`config.mk`:
```
export PLATFORM = sky130hd
export DESIGN_NAME = seq_alu
export DESIGN_NICKNAME = d
export VERILOG_FILES = /design/src/rtl/seq_alu_pkg.sv /design/src/rtl/seq_alu_div.sv /design/src/rtl/seq_alu.sv
export SDC_FILE = /design/constraint.sdc
export NUM_CORES = 1
export LEC_CHECK = 0
export ABC_AREA = 1
export CORE_MARGIN = 2
export CORE_UTILIZATION = 60
export CTS_BUF_LIST = sky130_fd_sc_hd__clkbuf_2 sky130_fd_sc_hd__clkbuf_4 sky130_fd_sc_hd__clkbuf_8
export DETAILED_ROUTE_END_ITERATION = 12
export PLACE_DENSITY = 0.86
export SYNTH_ARGS = -nofsm -noshare
export SYNTH_HDL_FRONTEND = slang
export SYNTH_SLANG_ARGS = --single-unit
```
`constraint.sdc`:
```
create_clock -name clk -period 6.8 [get_ports clk]
set_input_delay 1.36 -clock clk [delete_from_list [all_inputs] [get_ports clk]]
set_output_delay 1.36 -clock clk [all_outputs]
set_load 0.05 [all_outputs]
```
`src/rtl/seq_alu_pkg.sv`:
```
// seq_alu_pkg: operation codes, FSM state encoding and default operand width shared by
// seq_alu and its optional divider.
package seq_alu_pkg;

   localparam int unsigned WidthDefault = 32;

   localparam logic [4:0] OpAdd   = 5'd0;
   localparam logic [4:0] OpSub   = 5'd1;
   localparam logic [4:0] OpAnd   = 5'd2;
   localparam logic [4:0] OpOr    = 5'd3;
   localparam logic [4:0] OpXor   = 5'd4;
   localparam logic [4:0] OpSll   = 5'd5;
   localparam logic [4:0] OpSrl   = 5'd6;
   localparam logic [4:0] OpSra   = 5'd7;
   localparam logic [4:0] OpSlt   = 5'd8;
   localparam logic [4:0] OpSltu  = 5'd9;
   localparam logic [4:0] OpPass  = 5'd10;
   localparam logic [4:0] OpMul   = 5'd11;
   localparam logic [4:0] OpMulhu = 5'd12;
   localparam logic [4:0] OpDivu  = 5'd13;
   localparam logic [4:0] OpRemu  = 5'd14;
   localparam logic [4:0] OpDiv   = 5'd15;
   localparam logic [4:0] OpRem   = 5'd16;

   typedef enum logic [1:0] {StIdle, StCalc, StDone} state_e;

   function automatic logic is_div_op(input logic [4:0] op);
      return (op >= OpDivu) && (op <= OpRem);
   endfunction

endpackage

```
`src/rtl/seq_alu_div.sv`:
```
// seq_alu_div: restoring shift-subtract divider, one quotient bit per cycle for WIDTH cycles.
// Only instantiated when SEQ_ALU_DIV_EN is defined; outputs show the current step's result.
module seq_alu_div
   import seq_alu_pkg::*;
#(
   parameter int unsigned WIDTH = WidthDefault
) (
   input  logic             clk,
   input  logic             rst,
   input  logic             start,
   input  logic [WIDTH-1:0] dividend,
   input  logic [WIDTH-1:0] divisor,
   output logic             done,
   output logic [WIDTH-1:0] quotient,
   output logic [WIDTH-1:0] remainder
);
   localparam int unsigned CW = $clog2(WIDTH + 1);

   logic             busy_q;
   logic [CW-1:0]    cnt_q;
   logic [WIDTH-1:0] q_q, r_q, d_q;
   logic [WIDTH:0]   r_sh;
   logic             fits;

   // q_q shifts dividend bits out at the top while quotient bits enter at the bottom
   always_comb begin
      r_sh      = {r_q, q_q[WIDTH-1]};
      fits      = (r_sh >= {1'b0, d_q});
      remainder = WIDTH'(fits ? (r_sh - {1'b0, d_q}) : r_sh);
      quotient  = {q_q[WIDTH-2:0], fits};
   end

   assign done = busy_q && (cnt_q == CW'(WIDTH - 1));

   always_ff @(posedge clk or posedge rst) begin
      if (rst) begin
         busy_q <= 1'b0;
         cnt_q  <= '0;
         q_q    <= '0;
         r_q    <= '0;
         d_q    <= '0;
      end else if (start) begin
         busy_q <= 1'b1;
         cnt_q  <= '0;
         q_q    <= dividend;
         r_q    <= '0;
         d_q    <= divisor;
      end else if (busy_q) begin
         q_q   <= quotient;
         r_q   <= remainder;
         cnt_q <= cnt_q + CW'(1);
         if (done) busy_q <= 1'b0;
      end
   end

endmodule

```
`src/rtl/seq_alu.sv`:
```
// seq_alu: sequential ALU with valid/ready handshakes, single-cycle logic ops and a WIDTH-cycle
// shift-add multiplier. Define SEQ_ALU_DIV_EN to add the iterative divider (ops 13-16).
module seq_alu
   import seq_alu_pkg::*;
#(
   parameter int unsigned WIDTH = WidthDefault
) (
   input  logic             clk,
   input  logic             rst,
   input  logic [4:0]       op,
   input  logic [WIDTH-1:0] a,
   input  logic [WIDTH-1:0] b,
   input  logic             in_valid,
   output logic             in_ready,
   output logic             out_valid,
   input  logic             out_ready,
   output logic [WIDTH-1:0] result,
   output logic             z,
   output logic             s,
   output logic             c,
   output logic             v
);
   localparam int unsigned SW = $clog2(WIDTH);
   localparam int unsigned CW = $clog2(WIDTH + 1);
   localparam logic [WIDTH:0] One = {{WIDTH{1'b0}}, 1'b1};

   state_e           state_q;
   logic [4:0]       op_q;
   logic [CW-1:0]    cnt_q;
   logic [WIDTH-1:0] last_q, hi_q, lo_q, mcand_q;
   logic [WIDTH:0]   sum, dif, msum;
   logic [WIDTH-1:0] alu_res, iter_res, mul_hi_n, mul_lo_n, div_res;
   logic             alu_def, alu_c, alu_v, iter_v, iter_op, div_v, div_done, calc_last;
   logic [SW-1:0]    shamt;

   assign shamt = b[SW-1:0];
   assign sum   = {1'b0, a} + {1'b0, b};
   assign dif   = {1'b0, a} + {1'b0, ~b} + One;

   always_comb begin
      alu_res = '0;
      alu_def = 1'b1;
      alu_c   = 1'b0;
      alu_v   = 1'b0;
      case (op)
         OpAdd: begin
            alu_res = sum[WIDTH-1:0];
            alu_c   = sum[WIDTH];
            alu_v   = (a[WIDTH-1] == b[WIDTH-1]) && (sum[WIDTH-1] != a[WIDTH-1]);
         end
         OpSub: begin
            alu_res = dif[WIDTH-1:0];
            alu_c   = dif[WIDTH];
            alu_v   = (a[WIDTH-1] != b[WIDTH-1]) && (dif[WIDTH-1] != a[WIDTH-1]);
         end
         OpAnd:   alu_res = a & b;
         OpOr:    alu_res = a | b;
         OpXor:   alu_res = a ^ b;
         OpSll:   alu_res = a << shamt;
         OpSrl:   alu_res = a >> shamt;
         OpSra:   alu_res = $signed(a) >>> shamt;
         OpSlt:   alu_res = WIDTH'($signed(a) < $signed(b));
         OpSltu:  alu_res = WIDTH'(a < b);
         OpPass:  alu_res = last_q;
         default: alu_def = 1'b0;
      endcase
   end

   // Right-shifting shift-add multiplier: {hi_q, lo_q} holds the full product after WIDTH steps
   assign msum     = {1'b0, hi_q} + (lo_q[0] ? {1'b0, mcand_q} : '0);
   assign mul_hi_n = msum[WIDTH:1];
   assign mul_lo_n = {msum[0], lo_q[WIDTH-1:1]};

`ifdef SEQ_ALU_DIV_EN
   logic             sgn, a_neg, b_neg, dv_start;
   logic             neg_q_q, neg_r_q, dz_q, ovf_q;
   logic [WIDTH-1:0] dv_q, dv_r, q_fix, r_fix;

   assign iter_op  = (op == OpMul) || (op == OpMulhu) || is_div_op(op);
   assign sgn      = (op == OpDiv) || (op == OpRem);
   assign a_neg    = sgn && a[WIDTH-1];
   assign b_neg    = sgn && b[WIDTH-1];
   assign dv_start = (state_q == StIdle) && in_valid && is_div_op(op);

   seq_alu_div #(.WIDTH(WIDTH)) u_div (
      .clk      (clk),
      .rst      (rst),
      .start    (dv_start),
      .dividend (a_neg ? -a : a),
      .divisor  (b_neg ? -b : b),
      .done     (div_done),
      .quotient (dv_q),
      .remainder(dv_r)
   );

   always_ff @(posedge clk or posedge rst) begin
      if (rst) begin
         neg_q_q <= 1'b0;
         neg_r_q <= 1'b0;
         dz_q    <= 1'b0;
         ovf_q   <= 1'b0;
      end else if (dv_start) begin
         neg_q_q <= a_neg ^ b_neg;
         neg_r_q <= a_neg;
         dz_q    <= (b == '0);
         ovf_q   <= sgn && (a == {1'b1, {(WIDTH-1){1'b0}}}) && (b == '1);
      end
   end

   // Magnitude division with sign fix-up; a zero divisor leaves |a| as remainder, so -|a| == a
   assign q_fix   = dz_q ? '1 : (neg_q_q ? -dv_q : dv_q);
   assign r_fix   = neg_r_q ? -dv_r : dv_r;
   assign div_res = ((op_q == OpDivu) || (op_q == OpDiv)) ? q_fix : r_fix;
   assign div_v   = ovf_q;
`else
   assign iter_op  = (op == OpMul) || (op == OpMulhu);
   assign div_res  = '0;
   assign div_v    = 1'b0;
   assign div_done = 1'b0;
`endif

   always_comb begin
      iter_res = mul_lo_n;
      iter_v   = 1'b0;
      if (op_q == OpMulhu) begin
         iter_res = mul_hi_n;
      end else if (op_q != OpMul) begin
         iter_res = div_res;
         iter_v   = div_v;
      end
   end

   assign calc_last = is_div_op(op_q) ? div_done : (cnt_q == CW'(WIDTH - 1));
   assign in_ready  = (state_q == StIdle);

   always_ff @(posedge clk or posedge rst) begin
      if (rst) begin
         state_q   <= StIdle;
         op_q      <= '0;
         cnt_q     <= '0;
         last_q    <= '0;
         hi_q      <= '0;
         lo_q      <= '0;
         mcand_q   <= '0;
         out_valid <= 1'b0;
         result    <= '0;
         z         <= 1'b0;
         s         <= 1'b0;
         c         <= 1'b0;
         v         <= 1'b0;
      end else begin
         case (state_q)
            StIdle: if (in_valid) begin
               op_q <= op;
               if (iter_op) begin
                  state_q <= StCalc;
                  cnt_q   <= '0;
                  hi_q    <= '0;
                  lo_q    <= a;
                  mcand_q <= b;
               end else begin
                  state_q   <= StDone;
                  out_valid <= 1'b1;
                  result    <= alu_res;
                  last_q    <= alu_res;
                  z         <= alu_def && (alu_res == '0);
                  s         <= alu_res[WIDTH-1];
                  c         <= alu_c;
                  v         <= alu_v;
               end
            end
            StCalc: begin
               hi_q  <= mul_hi_n;
               lo_q  <= mul_lo_n;
               cnt_q <= cnt_q + CW'(1);
               if (calc_last) begin
                  state_q   <= StDone;
                  out_valid <= 1'b1;
                  result    <= iter_res;
                  last_q    <= iter_res;
                  z         <= (iter_res == '0);
                  s         <= iter_res[WIDTH-1];
                  c         <= 1'b0;
                  v         <= iter_v;
               end
            end
            StDone: if (out_ready) begin
               state_q   <= StIdle;
               out_valid <= 1'b0;
            end
            default: state_q <= StIdle;
         endcase
      end
   end

endmodule

```
==> results.sh <==
export IMPL_vias=24790
export IMPL_post_route_period_util_pct=71.73
export IMPL_drv_cap=0
export IMPL_hold_path_endpoint="mcand_q[28]"
export IMPL_cts_hold_buf=0
export IMPL_worstPathCellList="clkdlybuf4s50_1 -> buf_4 -> clkinv_1 -> ha_1 -> nor2_1 -> nand3_1 -> nand3_1 -> nand2_1 -> nand3_1 -> nand2_1 -> nand3_1 -> nand3_1 -> nor2_1 -> nand3_1 -> nor2_1 -> nand2_1 -> nor2_1 -> nand2_1 -> nand2_1 -> nand2_1 -> nand2_1"
export IMPL_post_cts_resized=0
export IMPL_grt_pass1_wl_um=130200
export IMPL_fin_setup_tns_ps=0
export IMPL_end_kind="register"
export IMPL_setup_viol=0
export IMPL_io_pins=111
export IMPL_routed_via_density=6.444
export IMPL_maxSlewHeadroom_pct=22.21
export IMPL_seqCellArea_um2=3628
export IMPL_drive_gt1_share_pct=3.164
export IMPL_synth_adder_area_share_pct=9.168
export IMPL_multiInputGateArea_um2=13390
export IMPL_finalClockSkew_ps=25.57
export IMPL_antenna_cells=0
export IMPL_synth_compound_area_share_pct=14.70
export IMPL_synth_simple_area_share_pct=44.71
export IMPL_gp_congestion=1.258
export IMPL_path_max_fanout=21
export IMPL_cpMostUsedCell="nand2_1"
export IMPL_min_period_ps=4878
export IMPL_synth_warnings=0
export IMPL_cts_sinks=145
export IMPL_drt_iter0_drc=3574
export IMPL_die_w_um=183.6
export IMPL_n_fill_cell=3049
export IMPL_slew_viol_final=0
export IMPL_required_ps=7200
export IMPL_areaGrowthSynthToFinish_pct=7.836
export IMPL_dieArea_um2=33710
export IMPL_reg2reg_depth=21
export IMPL_worstMarginPinSlew_ps=1167
export IMPL_cts_tree="built"
export IMPL_syn_area_um2=19350
export IMPL_drc=0
export IMPL_yosys_top_cells_area="nand2_1 (20%), dfrtp_1 (19%), nand3_1 (13%), ha_1 (8.9%), inv_1 (8.0%)"
export IMPL_nets=3646
export IMPL_worstSetupPathType="in2reg"
export IMPL_dr_wl_met2_um=36870
export IMPL_die_height_um=183.6
export IMPL_cp_slowest_cell="ha_1"
export IMPL_hold_path_depth=2
export IMPL_hpwl_um=68830
export IMPL_synth_top_cell_area_share_pct=20.31
export IMPL_cts_root_buf="clkbuf_8"
export IMPL_final_cell_mix="nand2_1 (1047), nand3_1 (513), inv_1 (411), nor2_1 (354), o21ai_0 (221)"
export IMPL_routed_top_layer="met4"
export IMPL_yosys_register_bits=145
export IMPL_synth_top_family_by_area="simple AND/OR/NAND/NOR gates"
export IMPL_regToRegSetupSlack_ps=2820
export IMPL_drtPass1Iterations=8
export IMPL_clk_path_buf_depth=2
export IMPL_p_per_area_nw_per_um2=249.8
export IMPL_grt_pass1_vias=22730
export IMPL_cp_arrival_ps=5280
export IMPL_wire_per_inst_um=22.77
export IMPL_r2r_end="z"
export IMPL_routed_wl_um=87580
export IMPL_clk_pin_slew_ps=80
export IMPL_htree_levels=4
export IMPL_start_util_pct=61.17
export IMPL_numCtsBuffers=17
export IMPL_leakage_nw=11.04
export IMPL_final_common_cell="nand2_1"
export IMPL_hold_path_class="reg2reg"
export IMPL_clk_latency_ps=480
export IMPL_rows=65
export IMPL_hold_start="mcand_q[28]"
export IMPL_design_area_um2=20870
export IMPL_antenna_found_initial=2
export IMPL_worstReg2RegStart="lo_q[0]"
export IMPL_setup_slack_ps=1922
export IMPL_synth_mux_area_share_pct=0
export IMPL_cts_setup_buffers=0
export IMPL_rsz0062_at_grt="no"
export IMPL_maxClockFrequency_ghz=0.2050
export IMPL_synth_area_leader_cell="nand2_1"
export IMPL_synthesis_instances=3423
export IMPL_pre_cts_ws_ps=1696
export IMPL_antenna_left=0
export IMPL_layout_cells_non_filler=3847
export IMPL_coreArea_um2=31640
export IMPL_grt_max_degree=96
export IMPL_synth_seq_area_share_pct=18.75
export IMPL_grt_use_total_pct=51.11
export IMPL_power_mw=5.214
export IMPL_hold_violations=0
export IMPL_grt_overflow_total=0
export IMPL_post_synth_cell_area_avg_um2=5.654
export IMPL_placed_cell_area_um2=20430
export IMPL_status="complete, no violations"
export IMPL_wirelength_met1_um=31030
export IMPL_syn_nets=3636
export IMPL_netlist_cell_type_count=49
export IMPL_slowest_delay_ps=570
export IMPL_synth_xor_area_share_pct=0.5431
export IMPL_cp_start_kind="input port"
export IMPL_placedCellCount=3816
export IMPL_ir_drop_mv=0.1884
export IMPL_wl_met3_um=12000
export IMPL_io_buffer_count=110
[where the power goes]
| group | switching [mW] | total (mW) | internal [mW] |
|---|---|---|---|
| registers | 0.300 | 1.52 | 1.23 |
| clock network | 0.357 | 0.771 | 0.414 |
| logic | 2.04 | 2.92 | 0.875 |
[layer usage]
layer	vias up	global-route usage, %
met5	-	0
met1	11250	61.58
li1	11180	-
met3	471	15.10
met2	1888	77.54
met4	0	37.28
[critical path: cells and delay by family]
family        cells  cell delay (ps)
simple gates     17             2190
buf+inv           3             1150
fa+ha+maj         1              570
[layout make-up]
class / count / share of cell area [%]
multi-input combinational: 2700 / 64.17
sequential: 145 / 17.39
inverter: 435 / 7.860
timing repair buffer: 134 / 6.067
tap: 402 / 2.410
clock buffer: 19 / 1.223
clock inverter: 12 / 0.8813
[worst max path at each step]
| stage | cells past startpoint | from | end | slack, ps |
|---|---|---|---|---|
| floorplan | 1 | rst | c | 1550 |
| global placement | 21 | b[4] | z | 1730 |
| detailed placement | 21 | b[4] | z | 1700 |
| global route | 21 | b[4] | z | 1590 |
| CTS | 21 | b[4] | z | 2170 |
| finish | 21 | b[4] | z | 1920 |
[per-stage QoR]
step | util, % | hold slack [ps]
detailed placement | 64.58 | 473.4
global route | 65.96 | 516.8
finish | 65.96 | 490.6
floorplan | - | 452.9
CTS | 65.96 | 492.8
global placement | 64.58 | 465.2
[cells in the mapped netlist (all sizes together)]
cell / instances
nand2: 1057
nand3: 517
inv: 432
nor2: 365
o21ai: 240
dfrtp: 145
ha: 137
a21oi: 131
buf: 81
clkbuf: 62
nand4: 49
o211ai: 41
nor3: 37
o22ai: 30
a32o: 15
o21bai: 12
a31oi: 9
a22o: 8
and2: 8
xor2: 7
xnor2: 5
nand3b: 4
or2: 4
a21o: 3
a22oi: 3
clkinv: 3
fa: 3
nor4: 3
o2111ai: 3
o21a: 3
and3: 2
o31ai: 2
a221oi: 1
o221ai: 1
[sequential cells by signal, summed over array words and instances, names as in the netlist]
signal,flops
hi_q,32
lo_q,32
mcand_q,32
last_q,31
cnt_q,6
op_q,5
state_q,2
c,1
out_valid,1
s,1
v,1
z,1
[cell families (layout without fill, tap and decap cells)]
logic type      Yosys count  count (layout)
simple gates           2046            2046
buf+inv                 578             600
compound gates          502             502
flops                   145             145
fa+ha+maj               140             140
xor+xnor                 12              12
Power figures use the tool's default switching activity.
